--- src/rtl/apb_i2c_pkg.sv ---
// Shared constants for the APB register interface of the I2C controller:
// register offsets, STATUS/IRQ bit positions and the bus FSM state type.
package apb_i2c_pkg;

    localparam logic [7:0] OFF_TXDATA   = 8'h00;
    localparam logic [7:0] OFF_RXDATA   = 8'h04;
    localparam logic [7:0] OFF_CONFIG   = 8'h08;
    localparam logic [7:0] OFF_TIMEOUT  = 8'h0C;
    localparam logic [7:0] OFF_STATUS   = 8'h10;
    localparam logic [7:0] OFF_IRQ_EN   = 8'h14;
    localparam logic [7:0] OFF_IRQ_STAT = 8'h18;

    localparam int STAT_W         = 4;
    localparam int STAT_TX_FULL   = 0;
    localparam int STAT_TX_EMPTY  = 1;
    localparam int STAT_RX_EMPTY  = 2;
    localparam int STAT_I2C_ERROR = 3;

    localparam int IRQ_W         = 3;
    localparam int IRQ_TX_EMPTY  = 0;
    localparam int IRQ_RX_AVAIL  = 1;
    localparam int IRQ_I2C_ERROR = 2;

    typedef enum logic [1:0] {
        IDLE   = 2'd0,
        SETUP  = 2'd1,
        ACCESS = 2'd2,
        STALL  = 2'd3
    } apb_state_t;

endpackage

--- src/rtl/apb_i2c_irq_ctrl.sv ---
// Interrupt block: edge detection on core status, sticky IRQ_STAT with
// write-one-to-clear, IRQ_EN mask and the combined interrupt line.
module apb_i2c_irq_ctrl
    import apb_i2c_pkg::*;
(
    input  logic             PCLK,
    input  logic             PRESET,
    input  logic             TX_EMPTY,
    input  logic             RX_EMPTY,
    input  logic             I2C_ERROR,
    input  logic             en_we,
    input  logic             stat_we,
    input  logic [IRQ_W-1:0] wdata,
    output logic [IRQ_W-1:0] irq_en,
    output logic [IRQ_W-1:0] irq_stat,
    output logic             IRQ
);

    logic             tx_empty_q;
    logic             rx_empty_q;
    logic             i2c_error_q;
    logic [IRQ_W-1:0] irq_set;
    logic [IRQ_W-1:0] stat_clr;

    always_comb begin
        irq_set                = '0;
        irq_set[IRQ_TX_EMPTY]  = TX_EMPTY & ~tx_empty_q;
        irq_set[IRQ_RX_AVAIL]  = ~RX_EMPTY & rx_empty_q;
        irq_set[IRQ_I2C_ERROR] = I2C_ERROR & ~i2c_error_q;
    end

    assign stat_clr = stat_we ? wdata : '0;

    // Set is OR-ed in after the clear so a same-cycle event is never lost.
    always_ff @(posedge PCLK) begin
        if (PRESET) begin
            tx_empty_q  <= 1'b0;
            rx_empty_q  <= 1'b0;
            i2c_error_q <= 1'b0;
            irq_en      <= '0;
            irq_stat    <= '0;
        end else begin
            tx_empty_q  <= TX_EMPTY;
            rx_empty_q  <= RX_EMPTY;
            i2c_error_q <= I2C_ERROR;
            if (en_we) begin
                irq_en <= wdata;
            end
            irq_stat <= (irq_stat & ~stat_clr) | irq_set;
        end
    end

    assign IRQ = |(irq_stat & irq_en);

endmodule

--- src/rtl/apb_i2c_regif.sv ---
// APB slave front end of the I2C controller: bus FSM, register file, and
// TX push / RX pop with a bounded stall on full/empty FIFOs.
//  state  | meaning
//  IDLE   | no transfer in progress, waiting for a setup phase
//  SETUP  | transfer accepted, stall counter loaded
//  ACCESS | first access cycle; register accesses complete here
//  STALL  | FIFO access waiting for space/data or for the stall limit
module apb_i2c_regif
    import apb_i2c_pkg::*;
#(
    parameter int DATA_W   = 32,
    parameter int ADDR_W   = 8,
    parameter int CFG_W    = 14,
    parameter int WAIT_MAX = 15
) (
    input  logic              PCLK,
    input  logic              PRESET,
    input  logic              PSEL,
    input  logic              PENABLE,
    input  logic              PWRITE,
    input  logic [ADDR_W-1:0] PADDR,
    input  logic [DATA_W-1:0] PWDATA,
    output logic [DATA_W-1:0] PRDATA,
    output logic              PREADY,
    output logic              PSLVERR,
    output logic [CFG_W-1:0]  CFG,
    output logic [CFG_W-1:0]  TIMEOUT,
    output logic [DATA_W-1:0] TX_DATA,
    output logic              TX_WR_EN,
    input  logic [DATA_W-1:0] RX_DATA,
    output logic              RX_RD_EN,
    input  logic              TX_FULL,
    input  logic              TX_EMPTY,
    input  logic              RX_EMPTY,
    input  logic              I2C_ERROR,
    output logic              IRQ
);

    localparam int CNT_W = $clog2(WAIT_MAX + 1);

    apb_state_t        state;
    apb_state_t        state_n;
    logic [CNT_W-1:0]  stall_cnt;
    logic [CFG_W-1:0]  cfg_q;
    logic [CFG_W-1:0]  timeout_q;
    logic [IRQ_W-1:0]  irq_en;
    logic [IRQ_W-1:0]  irq_stat;
    logic [STAT_W-1:0] status;
    logic [DATA_W-1:0] rdata;

    logic hit_tx, hit_rx, hit_cfg, hit_to, hit_stat, hit_ien, hit_ist;
    logic req_err, fifo_tx, fifo_rx, fifo_blocked, stall_tc;
    logic in_xfer, xfer_done, xfer_ok;

    // Full-width compares also reject non-word-aligned addresses.
    assign hit_tx   = (PADDR == ADDR_W'(OFF_TXDATA));
    assign hit_rx   = (PADDR == ADDR_W'(OFF_RXDATA));
    assign hit_cfg  = (PADDR == ADDR_W'(OFF_CONFIG));
    assign hit_to   = (PADDR == ADDR_W'(OFF_TIMEOUT));
    assign hit_stat = (PADDR == ADDR_W'(OFF_STATUS));
    assign hit_ien  = (PADDR == ADDR_W'(OFF_IRQ_EN));
    assign hit_ist  = (PADDR == ADDR_W'(OFF_IRQ_STAT));

    assign req_err = !(hit_tx || hit_rx || hit_cfg || hit_to || hit_stat || hit_ien || hit_ist)
                   || (PWRITE && (hit_rx || hit_stat))
                   || (!PWRITE && hit_tx);

    assign fifo_tx      = hit_tx && PWRITE;
    assign fifo_rx      = hit_rx && !PWRITE;
    assign fifo_blocked = (fifo_tx && TX_FULL) || (fifo_rx && RX_EMPTY);
    assign stall_tc     = (stall_cnt == '0);

    assign in_xfer   = (state == ACCESS || state == STALL) && PSEL && PENABLE && !PRESET;
    assign xfer_done = in_xfer && (!fifo_blocked || stall_tc);
    assign xfer_ok   = xfer_done && !req_err && !fifo_blocked;

    assign PREADY   = xfer_done;
    assign PSLVERR  = xfer_done && !xfer_ok;
    assign TX_WR_EN = xfer_ok && fifo_tx;
    assign RX_RD_EN = xfer_ok && fifo_rx;
    assign TX_DATA  = PWDATA;

    always_ff @(posedge PCLK) begin
        if (PRESET) begin
            state <= IDLE;
        end else begin
            state <= state_n;
        end
    end

    always_comb begin
        state_n = state;
        case (state)
            IDLE:          if (PSEL && !PENABLE) state_n = SETUP;
            SETUP:         state_n = ACCESS;
            ACCESS, STALL: state_n = (!PSEL || xfer_done) ? IDLE : STALL;
            default:       state_n = IDLE;
        endcase
    end

    // Down-counter: loaded in SETUP, terminal count forces an error completion.
    always_ff @(posedge PCLK) begin
        if (PRESET) begin
            stall_cnt <= '0;
        end else if (state == SETUP) begin
            stall_cnt <= CNT_W'(WAIT_MAX);
        end else if (in_xfer && !xfer_done && !stall_tc) begin
            stall_cnt <= stall_cnt - 1'b1;
        end
    end

    always_ff @(posedge PCLK) begin
        if (PRESET) begin
            cfg_q     <= '0;
            timeout_q <= '0;
        end else if (xfer_ok && PWRITE) begin
            if (hit_cfg) cfg_q     <= PWDATA[CFG_W-1:0];
            if (hit_to)  timeout_q <= PWDATA[CFG_W-1:0];
        end
    end

    assign CFG     = cfg_q;
    assign TIMEOUT = timeout_q;

    always_comb begin
        status                 = '0;
        status[STAT_TX_FULL]   = TX_FULL;
        status[STAT_TX_EMPTY]  = TX_EMPTY;
        status[STAT_RX_EMPTY]  = RX_EMPTY;
        status[STAT_I2C_ERROR] = I2C_ERROR;
    end

    always_comb begin
        rdata = '0;
        if (xfer_ok && !PWRITE) begin
            if (hit_rx)        rdata                = RX_DATA;
            else if (hit_cfg)  rdata[CFG_W-1:0]     = cfg_q;
            else if (hit_to)   rdata[CFG_W-1:0]     = timeout_q;
            else if (hit_stat) rdata[STAT_W-1:0]    = status;
            else if (hit_ien)  rdata[IRQ_W-1:0]     = irq_en;
            else if (hit_ist)  rdata[IRQ_W-1:0]     = irq_stat;
        end
    end

    assign PRDATA = rdata;

    apb_i2c_irq_ctrl u_irq_ctrl (
        .PCLK      (PCLK),
        .PRESET    (PRESET),
        .TX_EMPTY  (TX_EMPTY),
        .RX_EMPTY  (RX_EMPTY),
        .I2C_ERROR (I2C_ERROR),
        .en_we     (xfer_ok && PWRITE && hit_ien),
        .stat_we   (xfer_ok && PWRITE && hit_ist),
        .wdata     (PWDATA[IRQ_W-1:0]),
        .irq_en    (irq_en),
        .irq_stat  (irq_stat),
        .IRQ       (IRQ)
    );

endmodule

--- config.mk ---
export PLATFORM = sky130hd
export DESIGN_NAME = apb_i2c_regif
export DESIGN_NICKNAME = d
export VERILOG_FILES = /design/src/rtl/apb_i2c_pkg.sv /design/src/rtl/apb_i2c_irq_ctrl.sv /design/src/rtl/apb_i2c_regif.sv
export SDC_FILE = /design/constraint.sdc
export NUM_CORES = 1
export LEC_CHECK = 0
export ABC_CLOCK_PERIOD_IN_PS = 2960
export CAP_MARGIN = 5
export CELL_PAD_IN_SITES_DETAIL_PLACEMENT = 1
export CELL_PAD_IN_SITES_GLOBAL_PLACEMENT = 1
export CORE_MARGIN = 2
export CORE_UTILIZATION = 26
export DETAILED_ROUTE_END_ITERATION = 16
export GPL_ROUTABILITY_DRIVEN = 0
export PLACE_DENSITY_LB_ADDON = 0.05
export SLEW_MARGIN = 20
export SYNTH_ARGS = -nofsm -noshare
export SYNTH_HDL_FRONTEND = slang
export SYNTH_SLANG_ARGS = --single-unit
export TNS_END_PERCENT = 100
--- constraint.sdc ---
create_clock -name PCLK -period 2.96 [get_ports PCLK]
set_input_delay 0.592 -clock PCLK [delete_from_list [all_inputs] [get_ports PCLK]]
set_output_delay 0.592 -clock PCLK [all_outputs]
set_load 0.05 [all_outputs]
# Word level (Yosys, flattened, before mapping)
# Index checks and enable logic that the tools add are counted.
word_totals:
  ff_bits: 43
  input_bits: 81
  output_inout_bits: 97
  wordCells: 99
classes:
  add_sub_neg: 1
  eq_ne: 10
  mux: 16
  bitwise: 10
  reduce_logical: 53
op_table:
  columns: ["op", "n"]
  rows:
  - ["2-to-1 mux 32 bit", 1]
  - ["2-to-1 mux 14 bit", 2]
  - ["== test 8 x 5 -> 1 bit (second input constant)", 3]
  - ["logical AND 1 bit", 22]
  - ["2-to-1 mux 18 bit", 1]
  - ["== test 8 x 4 -> 1 bit (second input constant)", 2]
  - ["logical OR 1 bit", 13]
  - ["2-to-1 mux 3 bit", 4]
  - ["2-to-1 mux 4 bit", 3]
  - ["zero test 1 bit", 10]
  - ["2-to-1 mux 10 bit", 1]
  - ["== test 8 x 3 -> 1 bit (second input constant)", 1]
  - ["zero test 8 bit", 1]
  - ["bitwise AND 3 bit", 2]
  - ["case mux 2 bit (3 select lines)", 1]
  - ["== test 2 bit (second input constant)", 2]
  - ["zero test 4 bit", 1]
  - ["2-to-1 mux 2 bit", 2]
  - ["AND reduction 2 bit", 2]
  - ["subtractor 4 x 1 -> 4 bit (second input constant)", 1]
  - ["bitwise AND 1 bit", 3]
  - ["inverter 1 bit", 3]
  - ["inverter 3 bit", 1]
  - ["OR 3 bit", 1]
  - ["other kinds (7)", 7]

# Logic depth before layout (Yosys ltp)
# Gate-level depths: netlist (run 1).
logic_depth:
  ltp_word: 19
  mapped_depth: 7
  depth_no_buf: 6

# Modules after synthesis
# Synthesis (run 1) repeated with hierarchy kept, for this count alone.
unflattened:
  hier_cells: 371
  hier_area_um2: 2902.8
by_module_without_submodules:
  columns: ["module", "n_inst", "cells_each", "area_each_um2", "seq_area_each_um2"]
  rows:
  - ["apb_i2c_regif", 1, 341, 2580.0, 680.7]
  - ["apb_i2c_irq_ctrl", 1, 30, 322.8, 180.2]

# Least setup slack after synthesis (run 1)
# No wires, ideal clock.
synth_path:
  path_type: "input to output"
  from: "input port PADDR[0]"
  to: "output port TX_WR_EN"
  arrival_time_ns: 3.195
  setup_slack_ns: -0.827
  path_stages: 5
  path_buffers: 1
  path_cell_list: "or4_4 nor3_2 buf_2 o2111ai_1 nor4bb_1"
synth_between:
  elab_chain_len: 14
  word_cells_on_any_way: 31
  cone_classes: "6 x eq/ne; 25 x reduce/logical"
synth_lines:
  columns: ["element", "line", "text"]
  rows:
  - ["start, declared", "apb_i2c_regif.sv:21", "input logic [ADDR_W-1:0] PADDR,"]
  - ["== test 8 x 3 -> 1 bit or zero test 8 bit (tied branches)", "apb_i2c_regif.sv:57, apb_i2c_regif.sv:56", null]
  - ["logical OR 1 bit (6 in a row)", "apb_i2c_regif.sv:64", "assign req_err = !(hit_tx || hit_rx || hit_cfg || hit_to || hit_stat || hit_ien || hit_ist)"]
  - ["zero test 1 bit", "apb_i2c_regif.sv:64", null]
  - ["logical OR 1 bit", "apb_i2c_regif.sv:65", "|| (PWRITE && (hit_rx || hit_stat))"]
  - ["logical OR 1 bit", "apb_i2c_regif.sv:66", "|| (!PWRITE && hit_tx);"]
  - ["zero test 1 bit", "apb_i2c_regif.sv:75", "assign xfer_ok = xfer_done && !req_err && !fifo_blocked;"]
  - ["logical AND 1 bit (2 in a row)", "apb_i2c_regif.sv:75", null]
  - ["logical AND 1 bit *", "apb_i2c_regif.sv:79", "assign TX_WR_EN = xfer_ok && fifo_tx;"]
  - ["end, declared", "apb_i2c_regif.sv:29", "output logic TX_WR_EN,"]
# Every way passes the cells marked *; elsewhere a longest branch is shown, timed or not.

# Final worst setup path (run 1)
layout_path:
  from: "input port PADDR[6]"
  to: "output port PRDATA[15]"
layout_between:
  elab_chain_len: 15
  word_cells_on_any_way: 33
  cone_classes: "6 x eq/ne; 2 x mux; 25 x reduce/logical"
layout_lines:
  columns: ["element", "line", "text"]
  rows:
  - ["== test 8 x 3 -> 1 bit or zero test 8 bit (tied branches)", "apb_i2c_regif.sv:57, apb_i2c_regif.sv:56", null]
  - ["logical OR 1 bit (6 in a row)", "apb_i2c_regif.sv:64", null]
  - ["zero test 1 bit", "apb_i2c_regif.sv:64", null]
  - ["logical OR 1 bit", "apb_i2c_regif.sv:65", null]
  - ["logical OR 1 bit", "apb_i2c_regif.sv:66", null]
  - ["zero test 1 bit", "apb_i2c_regif.sv:75", null]
  - ["logical AND 1 bit (2 in a row)", "apb_i2c_regif.sv:75", null]
  - ["logical AND 1 bit", "apb_i2c_regif.sv:135", "if (xfer_ok && !PWRITE) begin"]
  - ["2-to-1 mux 32 bit *", "apb_i2c_regif.sv:135", null]
  - ["end, declared", "apb_i2c_regif.sv:23", "output logic [DATA_W-1:0] PRDATA,"]
# Marked as above.

==> results of run 1 <==
-- how the worst min path moves through the flow --
stage,end,slack [ns],cells past startpoint
after detailed placement,CFG[8]$_SDFFE_PP0P_,0.48,2
after global placement,CFG[8]$_SDFFE_PP0P_,0.48,2
final,CFG[8]$_SDFFE_PP0P_,0.49,2
after floorplan,u_irq_ctrl.irq_en[0]$_SDFFE_PP0P_,0.46,2
after CTS,CFG[8]$_SDFFE_PP0P_,0.50,2
after global routing,TIMEOUT[6]$_SDFFE_PP0P_,0.51,2
-- cells in the final DEF (no fill, tap or decap), types with 3 or more instances in the layout --
master / synthesis / final
sky130_fd_sc_hd__a21oi_1: 6 / 6
sky130_fd_sc_hd__a22oi_1: 10 / 10
sky130_fd_sc_hd__a311oi_1: 5 / 4
sky130_fd_sc_hd__a31oi_1: 3 / 3
sky130_fd_sc_hd__and2_4: 0 / 18
sky130_fd_sc_hd__buf_12: 0 / 38
sky130_fd_sc_hd__buf_4: 33 / 42
sky130_fd_sc_hd__buf_6: 0 / 4
sky130_fd_sc_hd__clkbuf_8: 0 / 5
sky130_fd_sc_hd__clkdlybuf4s50_1: 0 / 93
sky130_fd_sc_hd__dfxtp_1: 43 / 43
sky130_fd_sc_hd__dlygate4sd2_1: 0 / 6
sky130_fd_sc_hd__inv_1: 5 / 5
sky130_fd_sc_hd__mux2_2: 13 / 13
sky130_fd_sc_hd__mux2i_1: 35 / 35
sky130_fd_sc_hd__nand2b_1: 50 / 50
sky130_fd_sc_hd__nand3b_1: 4 / 4
sky130_fd_sc_hd__nand4_1: 3 / 3
sky130_fd_sc_hd__nor2_1: 20 / 10
sky130_fd_sc_hd__nor2_2: 0 / 5
sky130_fd_sc_hd__nor2_4: 0 / 5
sky130_fd_sc_hd__nor2b_1: 11 / 8
sky130_fd_sc_hd__nor2b_2: 0 / 3
sky130_fd_sc_hd__nor3_1: 3 / 3
-- per-layer routing --
| layer | up-vias | global-route usage (%) | wire (µm) |
|---|---|---|---|
| met3 | 4 | 5.678 | 895 |
| met1 | 1391 | 20.71 | 4280 |
| met5 | - | 0 | 0 |
| met4 | 0 | 4.121 | 82 |
| li1 | 1382 | - | - |
| met2 | 103 | 29.87 | 4928 |
-- state kept, by name (all words and copies together) (netlist names) --
name,count
u_irq_ctrl.irq_stat,3
u_irq_ctrl.rx_empty_q,1
u_irq_ctrl.tx_empty_q,1
CFG,14
stall_cnt,4
u_irq_ctrl.irq_en,3
u_irq_ctrl.i2c_error_q,1
TIMEOUT,14
state,2
-- repair_timing --
item,CTS,global route
buffers inserted,6,1
cloned,2,0
resized for setup,48,9
pin swaps,13,7
setup endpoints to repair,36,30
-- worst max-delay path, stage by stage --
cell	delay (ns)
sky130_fd_sc_hd__buf_6	0.09
sky130_fd_sc_hd__or4_4	0.55
sky130_fd_sc_hd__nor3_4	0.25
sky130_fd_sc_hd__and4b_2	0.30
sky130_fd_sc_hd__buf_6	0.14
sky130_fd_sc_hd__buf_16	0.11
sky130_fd_sc_hd__and2_4	0.14
sky130_fd_sc_hd__buf_12	0.13
-- final cells by class --
cell class                      instances  area (µm²)
Clock buffer                            5       68.82
Timing Repair Buffer                  190        2200
Clock inverter                          3       46.29
Tap cell                              140       175.2
Inverter                                5       18.77
Multi-Input combinational cell        222        1799
Fill cell                            1220        5577
Sequential cell                        43       860.8
-- report_power, final --
| part | internal (mW) | total (mW) | switching (mW) |
|---|---|---|---|
| combinational | 0.152 | 0.290 | 0.138 |
| sequential | 0.588 | 0.594 | 0.00633 |
| clock | 0.255 | 0.496 | 0.241 |
| total | 0.994 | 1.38 | 0.386 |
-- logic make-up (layout without fill, tap and decap cells) --
kind of cell,count (synthesis),count (layout),share of synthesized area [%]
multiplexers,48,48,17.44
adder cells (fa/ha/maj),1,1,0.4391
AO/OA/AOI/OAI,43,43,11.33
AND/OR/NAND/NOR,130,130,28.37
buffers and inverters,58,203,12.21
flip-flops,43,43,30.22
==> flow_metrics.py, run 1 <==
metrics = {
    "clock_network": {
        "postCtsHoldBufs": 0,
        "cts_max_path_buffers": 2,
        "clock_insertion_delay_worst_skew_ns": 0.31,
        "cts-buffers-inserted": 5,
        "clock_tree_root": "sky130_fd_sc_hd__clkbuf_8",
        "cts_sinks": 43,
        "cts.clk_slew.worst_paths_ns": 0.10,
        "deepest_level_of_the_cts_h_tree": 2,
        "cts_tree": "yes",
    },
    "job": {
        "max-cap-violations": 0,
    },
    "logic_synthesis": {
        "seq_area_frac_synth_pct": 30.22,
        "synth_top_cell_by_area": "sky130_fd_sc_hd__dfxtp_1",
        "synthesis.yosys.warnings": 0,
        "synthTopCellsByCount": "50 x sky130_fd_sc_hd__nand2b_1, 43 x sky130_fd_sc_hd__dfxtp_1, 35 x sky130_fd_sc_hd__mux2i_1",
        "synthesized_flop_and_latch_total": 43,
        "synth-edff-count": 0,
        "syn-cell-area_um2": 2849,
        "syn_area_per_cell_um2": 8.820,
        "synth-main-ff-cell": "sky130_fd_sc_hd__dfxtp_1",
        "synthMostInstantiatedCell": "sky130_fd_sc_hd__nand2b_1",
        "synth.net_count": 405,
        "async_reset_ff_share_pct": 0,
        "post_synth_num_cell_types": 47,
        "postSynthCellCount": 323,
        "post_synth_main_area_contributors": "sky130_fd_sc_hd__dfxtp_1 30%, sky130_fd_sc_hd__mux2i_1 12%, sky130_fd_sc_hd__nand2b_1 11%",
        "share_of_the_synthesized_area_in_the_top_cell_type_pct": 30.22,
    },
    "route": {
        "route.detailed.drc": 0,
        "wl_mm": 10.19,
        "antenna_left": 0,
        "wl_per_cell_um": 16.75,
        "drt_iter0_markers": 80,
        "viasPerCell": 4.737,
        "firstDrtPassIters": 4,
        "detailroute.via_count": 2880,
    },
    "timing": {
        "fmax_mhz": 345.8,
        "worst_slew_margin_rel_pct": 61.01,
        "post-route-worst-setup-slack_ns": 0.06830,
        "report.final.hold_viol_count": 0,
        "setup_total_negative_slack_ns": 0,
        "worst_hold_slack_ns": 0.4906,
        "final_period_minus_worst_setup_slack_ns": 2.892,
        "finClkSkew_ns": 0.01285,
        "timing.final.crit_share_pct": 97.69,
        "setup_viol_count_final": 0,
        "worst_pin_slew_ns": 0.5837,
        "grt_setup_unrepaired": "yes",
        "number_of_pins_with_negative_max_slew_slack_in_the_final_report": 0,
    },
    "placed_design": {
        "placement.cell_area_um2": 4866,
        "post-dp-hpwl_mm": 7.632,
        "io_buffers": 141,
        "placedCellCount": 591,
        "post-place-ws_ns": -0.3049,
    },
    "critical_path": {
        "worst-endpoint-arrival_ns": 2.30,
        "critical_path_peak_fanout": 4,
        "timing.rr.start": "stall_cnt[0]$_SDFFE_PP0P_",
        "required_ns": 2.37,
        "rr_endpoint": "stall_cnt[2]$_SDFFE_PP0P_",
        "worstSetupEndpoint": "PRDATA[15]",
        "timing.critical_path.to_type": "output port",
        "setup.reg_to_reg.worst_slack_ns": 0.70,
        "worstSetupPathType": "primary input to output port",
        "critPathLaunch": "PADDR[6]",
        "worst_r2r_path_depth": 8,
        "timing.critical_path.from_type": "primary input",
    },
    "layout": {
        "antenna_cells": 0,
        "layout_cells_sized_above_1_pct": 34.19,
        "layout-area-overhead-vs-synth_pct": 81.42,
        "layout.nets": 549,
        "final_non_filler_cell_total": 608,
        "post-route-util_pct": 48.10,
        "layout.cell_area.non_filler_um2": 5169,
    },
    "floorplan": {
        "die_area_um2": 11810,
        "die_height_um": 108.7,
        "initial_util_pct": 26.51,
        "core-area_um2": 10750,
        "std_cell_rows": 38,
        "dieWidth_um": 108.7,
        "top_level_ports": 178,
    },
    "power_and_ir_drop": {
        "power_total_mw": 1.380,
        "power_leakage_nw": 2.070,
        "powerDensity_nw_per_um2": 267.0,
        "maximum_vdd_drop_uv": 157.9,
    },
    "hold_path": {
        "worstHoldPathType": "register to register",
        "origin_of_the_worst_min_delay_path": "CFG[8]$_SDFFE_PP0P_",
    },
    "global_routing": {
        "antenna_found_initial": 0,
        "grt_first_pass_wirelength_mm": 15.93,
        "first_global_vias": 3027,
        "grt_util_overall_pct": 17.27,
        "maximum_number_of_pins_on_one_net_before_global_route_repair": 59,
        "grt_overflow": 0,
    },
    "outcome": {
        "outcome": "completed",
    },
}
(Power assumes the default switching activity.)
==> inputs of run 2 (changes only) <==
--- a/config.mk
+++ b/config.mk
@@ -14,6 +14,8 @@
 export DETAILED_ROUTE_END_ITERATION = 16
 export GPL_ROUTABILITY_DRIVEN = 0
 export PLACE_DENSITY_LB_ADDON = 0.05
+export RECOVER_POWER = 50
+export SKIP_CTS_REPAIR_TIMING = 1
 export SLEW_MARGIN = 20
 export SYNTH_ARGS = -nofsm -noshare
 export SYNTH_HDL_FRONTEND = slang
==> flow_metrics.py, run 2 (synthesis results as in run 1) <==
metrics = {
    "route": {
        "wl_per_cell_um": 16.70,
        "antenna_left": 0,
        "viasPerCell": 4.752,
        "detailroute.via_count": 2875,
        "route.detailed.drc": 0,
        "firstDrtPassIters": 4,
        "wl_mm": 10.10,
        "drt_iter0_markers": 65,
    },
    "outcome": {
        "outcome": "finished, violations left",
        "violations": "max-capacitance violations, max-slew violations, negative setup slack",
    },
    "critical_path": {
        "timing.critical_path.to_type": "output port",
        "worstSetupPathType": "primary input to output port",
        "timing.critical_path.from_type": "primary input",
        "cp_num_buf_inv": 3,
        "critical_path.cell_chain": "clkbuf_2 > or4_4 > nor3_4 > and4b_2 > clkbuf_16 > and2_4 > buf_12",
        "worst_r2r_path_depth": 8,
        "crit_family": "simple AND/OR/NAND/NOR gates",
        "timing.critical_path.slowest_stage_cell": "sky130_fd_sc_hd__or4_4",
        "timing.critical_path.slowest_cell_delay_ns": 0.56,
        "setup.reg_to_reg.worst_slack_ns": 0.71,
        "worst-endpoint-arrival_ns": 2.44,
        "cp.depth": 7,
        "required_ns": 2.37,
        "critical_path_peak_fanout": 6,
    },
    "layout": {
        "sequential_cell_area_um2": 860.8,
        "post-route-util_pct": 48.28,
        "fill_cells": 1213,
        "layout_cells_sized_above_1_pct": 33.33,
        "mostFrequentLayoutCell": "sky130_fd_sc_hd__clkdlybuf4s50_1",
        "layout-area-overhead-vs-synth_pct": 82.08,
        "layout.nets": 546,
        "layout_common_cells": "70 x sky130_fd_sc_hd__clkdlybuf4s50_1, 49 x sky130_fd_sc_hd__nand2b_1, 43 x sky130_fd_sc_hd__dfxtp_1, 38 x sky130_fd_sc_hd__buf_12, 37 x sky130_fd_sc_hd__buf_4",
        "antenna_cells": 0,
        "multiInputGateArea_um2": 1819,
    },
    "global_routing": {
        "antenna_found_initial": 0,
        "grt_util_overall_pct": 16.46,
        "grt_first_pass_wirelength_mm": 15.18,
        "grt_overflow": 0,
        "maximum_number_of_pins_on_one_net_before_global_route_repair": 59,
        "first_global_vias": 2905,
    },
    "clock_network": {
        "deepest_level_of_the_cts_h_tree": 2,
        "clock_tree_root": "sky130_fd_sc_hd__clkbuf_8",
        "cts_tree": "yes",
        "cts-buffers-inserted": 5,
        "cts_sinks": 43,
        "cts_max_path_buffers": 2,
        "cts.clk_slew.worst_paths_ns": 0.10,
        "clock_insertion_delay_worst_skew_ns": 0.31,
    },
    "floorplan": {
        "std_cell_rows": 38,
        "die_area_um2": 11810,
        "dieWidth_um": 108.7,
        "top_level_ports": 178,
        "initial_util_pct": 26.51,
        "die_height_um": 108.7,
        "core-area_um2": 10750,
    },
    "timing": {
        "timing.final.crit_share_pct": 102.5,
        "finClkSkew_ns": 0.01092,
        "grt_setup_unrepaired": "yes",
        "worst_slew_margin_rel_pct": -35.40,
        "number_of_pins_with_negative_max_slew_slack_in_the_final_report": 59,
        "report.final.hold_viol_count": 0,
        "worst_hold_slack_ns": 0.4859,
        "final_period_minus_worst_setup_slack_ns": 3.034,
        "fmax_mhz": 329.6,
        "setup_total_negative_slack_ns": -0.9526,
        "setup_viol_count_final": 19,
        "post-route-worst-setup-slack_ns": -0.07405,
        "worst_pin_slew_ns": 2.031,
    },
    "power_and_ir_drop": {
        "power.combinational.fraction_pct": 21.2,
        "power_leakage_nw": 2.194,
        "maximum_vdd_drop_uv": 160.1,
        "sw_frac_of_total_pct": 27.88,
        "sequential_share_of_power_pct": 42.9,
        "powerDensity_nw_per_um2": 266.5,
        "power.clock.fraction_pct": 35.9,
        "net-switching-power_mw": 0.3855,
        "internal_power_summed_over_all_cells_mw": 0.9970,
    },
    "hold_path": {
        "min_path_cells": 2,
        "worstHoldPathType": "register to register",
    },
    "placed_design": {
        "post-place-ws_ns": -0.3049,
        "post-dp-hpwl_mm": 7.632,
        "io_buffers": 141,
    },
    "job": {
        "max-cap-violations": 1,
    },
}
==> run 2: worst register-to-register path, delay by kind of cell, from the launching register on <==
| family | cells | cell delay (ns) |
|---|---|---|
| AND/OR/NAND/NOR | 2 | 0.64 |
| buffers and inverters | 3 | 0.35 |
| adder cells (fa/ha/maj) | 1 | 0.20 |
| AO/OA/AOI/OAI | 2 | 0.60 |
| flip-flops | 1 | 0.36 |
==> run 2: worst paths after layout <==
kind / startpoint / end
worst min-delay path: CFG[8]$_SDFFE_PP0P_ / CFG[8]$_SDFFE_PP0P_
worst max-delay path: PADDR[6] / PRDATA[17]
worst min register to register: CFG[8]$_SDFFE_PP0P_ / CFG[8]$_SDFFE_PP0P_
worst max register to register: stall_cnt[0]$_SDFFE_PP0P_ / stall_cnt[2]$_SDFFE_PP0P_
==> run 2: power groups by stage <==
stage	Combinational, mW	Sequential, mW	Clock (mW)
after CTS	0.287	0.594	0.520
after global placement	0.282	0.607	0
after global routing	0.315	0.595	0.543
after floorplan	0.208	0.605	0
final	0.293	0.593	0.496
after detailed placement	0.286	0.607	0
==> run 2: stage by stage <==
step / power, mW / cell area, µm² / instances
after floorplan: 0.8133 / 2929 / 323
after global placement: 0.8891 / 4866 / 591
after detailed placement: 0.8925 / 4866 / 591
after CTS: 1.401 / 4981 / 599
after global routing: 1.453 / 5187 / 605
final: 1.383 / 5187 / 605
==> run 2: final cells by class <==
| cell class | instances | share of cell area (%) |
|---|---|---|
| tap | 140 | 3.377 |
| sequential | 43 | 16.59 |
| clock inverter | 3 | 0.8924 |
| clock buffer | 5 | 1.327 |
| inverter | 5 | 0.3618 |
| multi-input combinational | 222 | 35.07 |
| timing repair buffer | 187 | 42.38 |
==> run 2: per-layer routing <==
| metal | GRT usage (%) | share of wire [%] | up-vias |
|---|---|---|---|
| li1 | - | - | 1381 |
| met1 | 20.01 | 43 | 1395 |
| met2 | 27.59 | 48 | 95 |
| met3 | 5.798 | 8.5 | 4 |
| met4 | 4.396 | 0.77 | 0 |
| met5 | 0 | 0 | - |
==> inputs of run 3 (changes only) <==
--- a/config.mk
+++ b/config.mk
@@ -7,10 +7,10 @@
 export LEC_CHECK = 0
 export ABC_CLOCK_PERIOD_IN_PS = 2960
 export CAP_MARGIN = 5
-export CELL_PAD_IN_SITES_DETAIL_PLACEMENT = 1
-export CELL_PAD_IN_SITES_GLOBAL_PLACEMENT = 1
+export CELL_PAD_IN_SITES_DETAIL_PLACEMENT = 2
+export CELL_PAD_IN_SITES_GLOBAL_PLACEMENT = 2
 export CORE_MARGIN = 2
-export CORE_UTILIZATION = 26
+export CORE_UTILIZATION = 20
 export DETAILED_ROUTE_END_ITERATION = 16
 export GPL_ROUTABILITY_DRIVEN = 0
 export PLACE_DENSITY_LB_ADDON = 0.05
==> flow_metrics.py, run 3 (synthesis results as in run 1) <==
metrics = {
    "outcome": {
        "outcome": "finished, violations left",
        "violations": "max-capacitance violations, max-slew violations",
    },
    "layout": {
        "mostFrequentLayoutCell": "sky130_fd_sc_hd__clkdlybuf4s50_1",
        "antenna_cells": 0,
        "layout_common_cells": "64 x sky130_fd_sc_hd__clkdlybuf4s50_1, 50 x sky130_fd_sc_hd__nand2b_1, 43 x sky130_fd_sc_hd__dfxtp_1, 38 x sky130_fd_sc_hd__buf_12",
        "layout.cell_area.non_filler_um2": 5145,
        "layout_cells_sized_above_1_pct": 31.15,
        "layout-area-overhead-vs-synth_pct": 80.59,
        "layout.nets": 540,
    },
    "timing": {
        "grt_setup_unrepaired": "yes",
        "finClkSkew_ns": 0.008665,
        "final_period_minus_worst_setup_slack_ns": 2.904,
        "fmax_mhz": 344.3,
        "report.final.hold_viol_count": 0,
        "setup_viol_count_final": 0,
        "setup_total_negative_slack_ns": 0,
        "worst_slew_margin_rel_pct": -42.88,
        "number_of_pins_with_negative_max_slew_slack_in_the_final_report": 59,
        "timing.final.crit_share_pct": 98.12,
        "worst_hold_slack_ns": 0.4827,
        "worst_pin_slew_ns": 2.143,
    },
    "placed_design": {
        "placement.cell_area_um2": 4896,
        "post-dp-hpwl_mm": 8.546,
        "io_buffers": 141,
    },
    "global_routing": {
        "antenna_found_initial": 0,
        "grt_overflow": 0,
        "grt_first_pass_wirelength_mm": 16.97,
        "first_global_vias": 3103,
        "maximum_number_of_pins_on_one_net_before_global_route_repair": 59,
        "grt_util_overall_pct": 14.43,
    },
    "route": {
        "viasPerCell": 4.493,
        "drt_iter0_markers": 85,
        "firstDrtPassIters": 4,
        "wl_mm": 10.88,
        "route.detailed.drc": 0,
        "detailroute.via_count": 2871,
        "wl_per_cell_um": 17.03,
        "antenna_left": 0,
    },
    "critical_path": {
        "worst-endpoint-arrival_ns": 2.31,
        "worstSetupPathType": "primary input to output port",
        "timing.rr.start": "stall_cnt[0]$_SDFFE_PP0P_",
        "critPathLaunch": "PADDR[7]",
        "timing.critical_path.slowest_stage_cell": "sky130_fd_sc_hd__or4_4",
        "timing.critical_path.to_type": "output port",
        "cp_common_cell": "sky130_fd_sc_hd__buf_12",
        "timing.critical_path.from_type": "primary input",
        "critical_path_peak_fanout": 19,
        "critical_path.cell_chain": "clkbuf_2 > or4_4 > nor3_4 > buf_6 > and4b_2 > buf_12 > and2_1 > buf_12",
        "timing.critical_path.slowest_cell_delay_ns": 0.56,
        "required_ns": 2.37,
    },
    "floorplan": {
        "std_cell_rows": 43,
        "initial_util_pct": 20.52,
        "top_level_ports": 178,
        "die_area_um2": 15220,
        "dieWidth_um": 123.4,
        "die_height_um": 123.4,
        "core-area_um2": 13880,
    },
    "power_and_ir_drop": {
        "powerDensity_nw_per_um2": 283.4,
        "power_leakage_nw": 2.218,
        "power_total_mw": 1.458,
        "maximum_vdd_drop_uv": 217.0,
    },
    "clock_network": {
        "cts-buffers-inserted": 5,
        "cts_tree": "yes",
        "cts.clk_slew.worst_paths_ns": 0.06,
        "cts_sinks": 43,
        "clock_tree_root": "sky130_fd_sc_hd__clkbuf_16",
        "cts_max_path_buffers": 2,
        "deepest_level_of_the_cts_h_tree": 2,
        "clock_insertion_delay_worst_skew_ns": 0.30,
    },
    "hold_path": {
        "worstHoldPathType": "register to register",
        "origin_of_the_worst_min_delay_path": "CFG[7]$_SDFFE_PP0P_",
    },
    "job": {
        "max-cap-violations": 1,
    },
}
## run 3: cell count changes in the layout (fill, tap and decap cells not counted), moves of 5 or more
cell	previous run	this run
sky130_fd_sc_hd__clkdlybuf4s50_1	70	64
sky130_fd_sc_hd__and2_4	19	7
sky130_fd_sc_hd__and2_2	0	9
sky130_fd_sc_hd__clkbuf_8	5	0
## run 3: routing by layer
layer  track usage [%]  up-vias  part of all wire (%)
met4             3.409        0                  0.96
met3             4.889        5                   7.9
met2             23.70      108                    47
met5                 0        -                     0
met1             18.16     1392                    44
li1                  -     1366                     -
## run 3: final timing paths
kind | endpoint | slack [ns] | cells past startpoint
setup / recovery | PRDATA[14] | 0.06 | 8
hold / removal | CFG[7]$_SDFFE_PP0P_ | 0.48 | 2
setup reg to reg | stall_cnt[2]$_SDFFE_PP0P_ | 0.81 | 7
hold reg to reg | CFG[7]$_SDFFE_PP0P_ | 0.48 | 2
## run 3: power breakdown
group	leakage, nW	internal (mW)	switching (mW)	total [mW]
Sequential	0.349	0.588	0.00660	0.594
Clock	0.0700	0.316	0.257	0.573
Combinational	1.80	0.153	0.138	0.291
## run 3: layout make-up
class	count	area (µm²)
flip-flops and latches	43	860.8
fillers	1522	8736
repair buffers	181	2106
inverters	5	18.77
clock buffers	5	125.1
multi-input cells	222	1784
clock inverters	3	25.02
well taps	180	225.2
## run 3: through the flow
step	setup slack, ns	instances	util [%]
6_report	0.05556	639	37.07
2_1_floorplan	-0.3620	323	-
5_1_grt	-0.009541	639	37.07
4_1_cts	-0.3311	637	36.35
3_3_place_gp	-0.2562	629	35.27
3_5_place_dp	-0.2712	629	35.27
## run 3: worst max-delay path, delay by kind of cell
family	cells	cell delay [ns]
simple gates	4	1.21
buf+inv	4	0.51
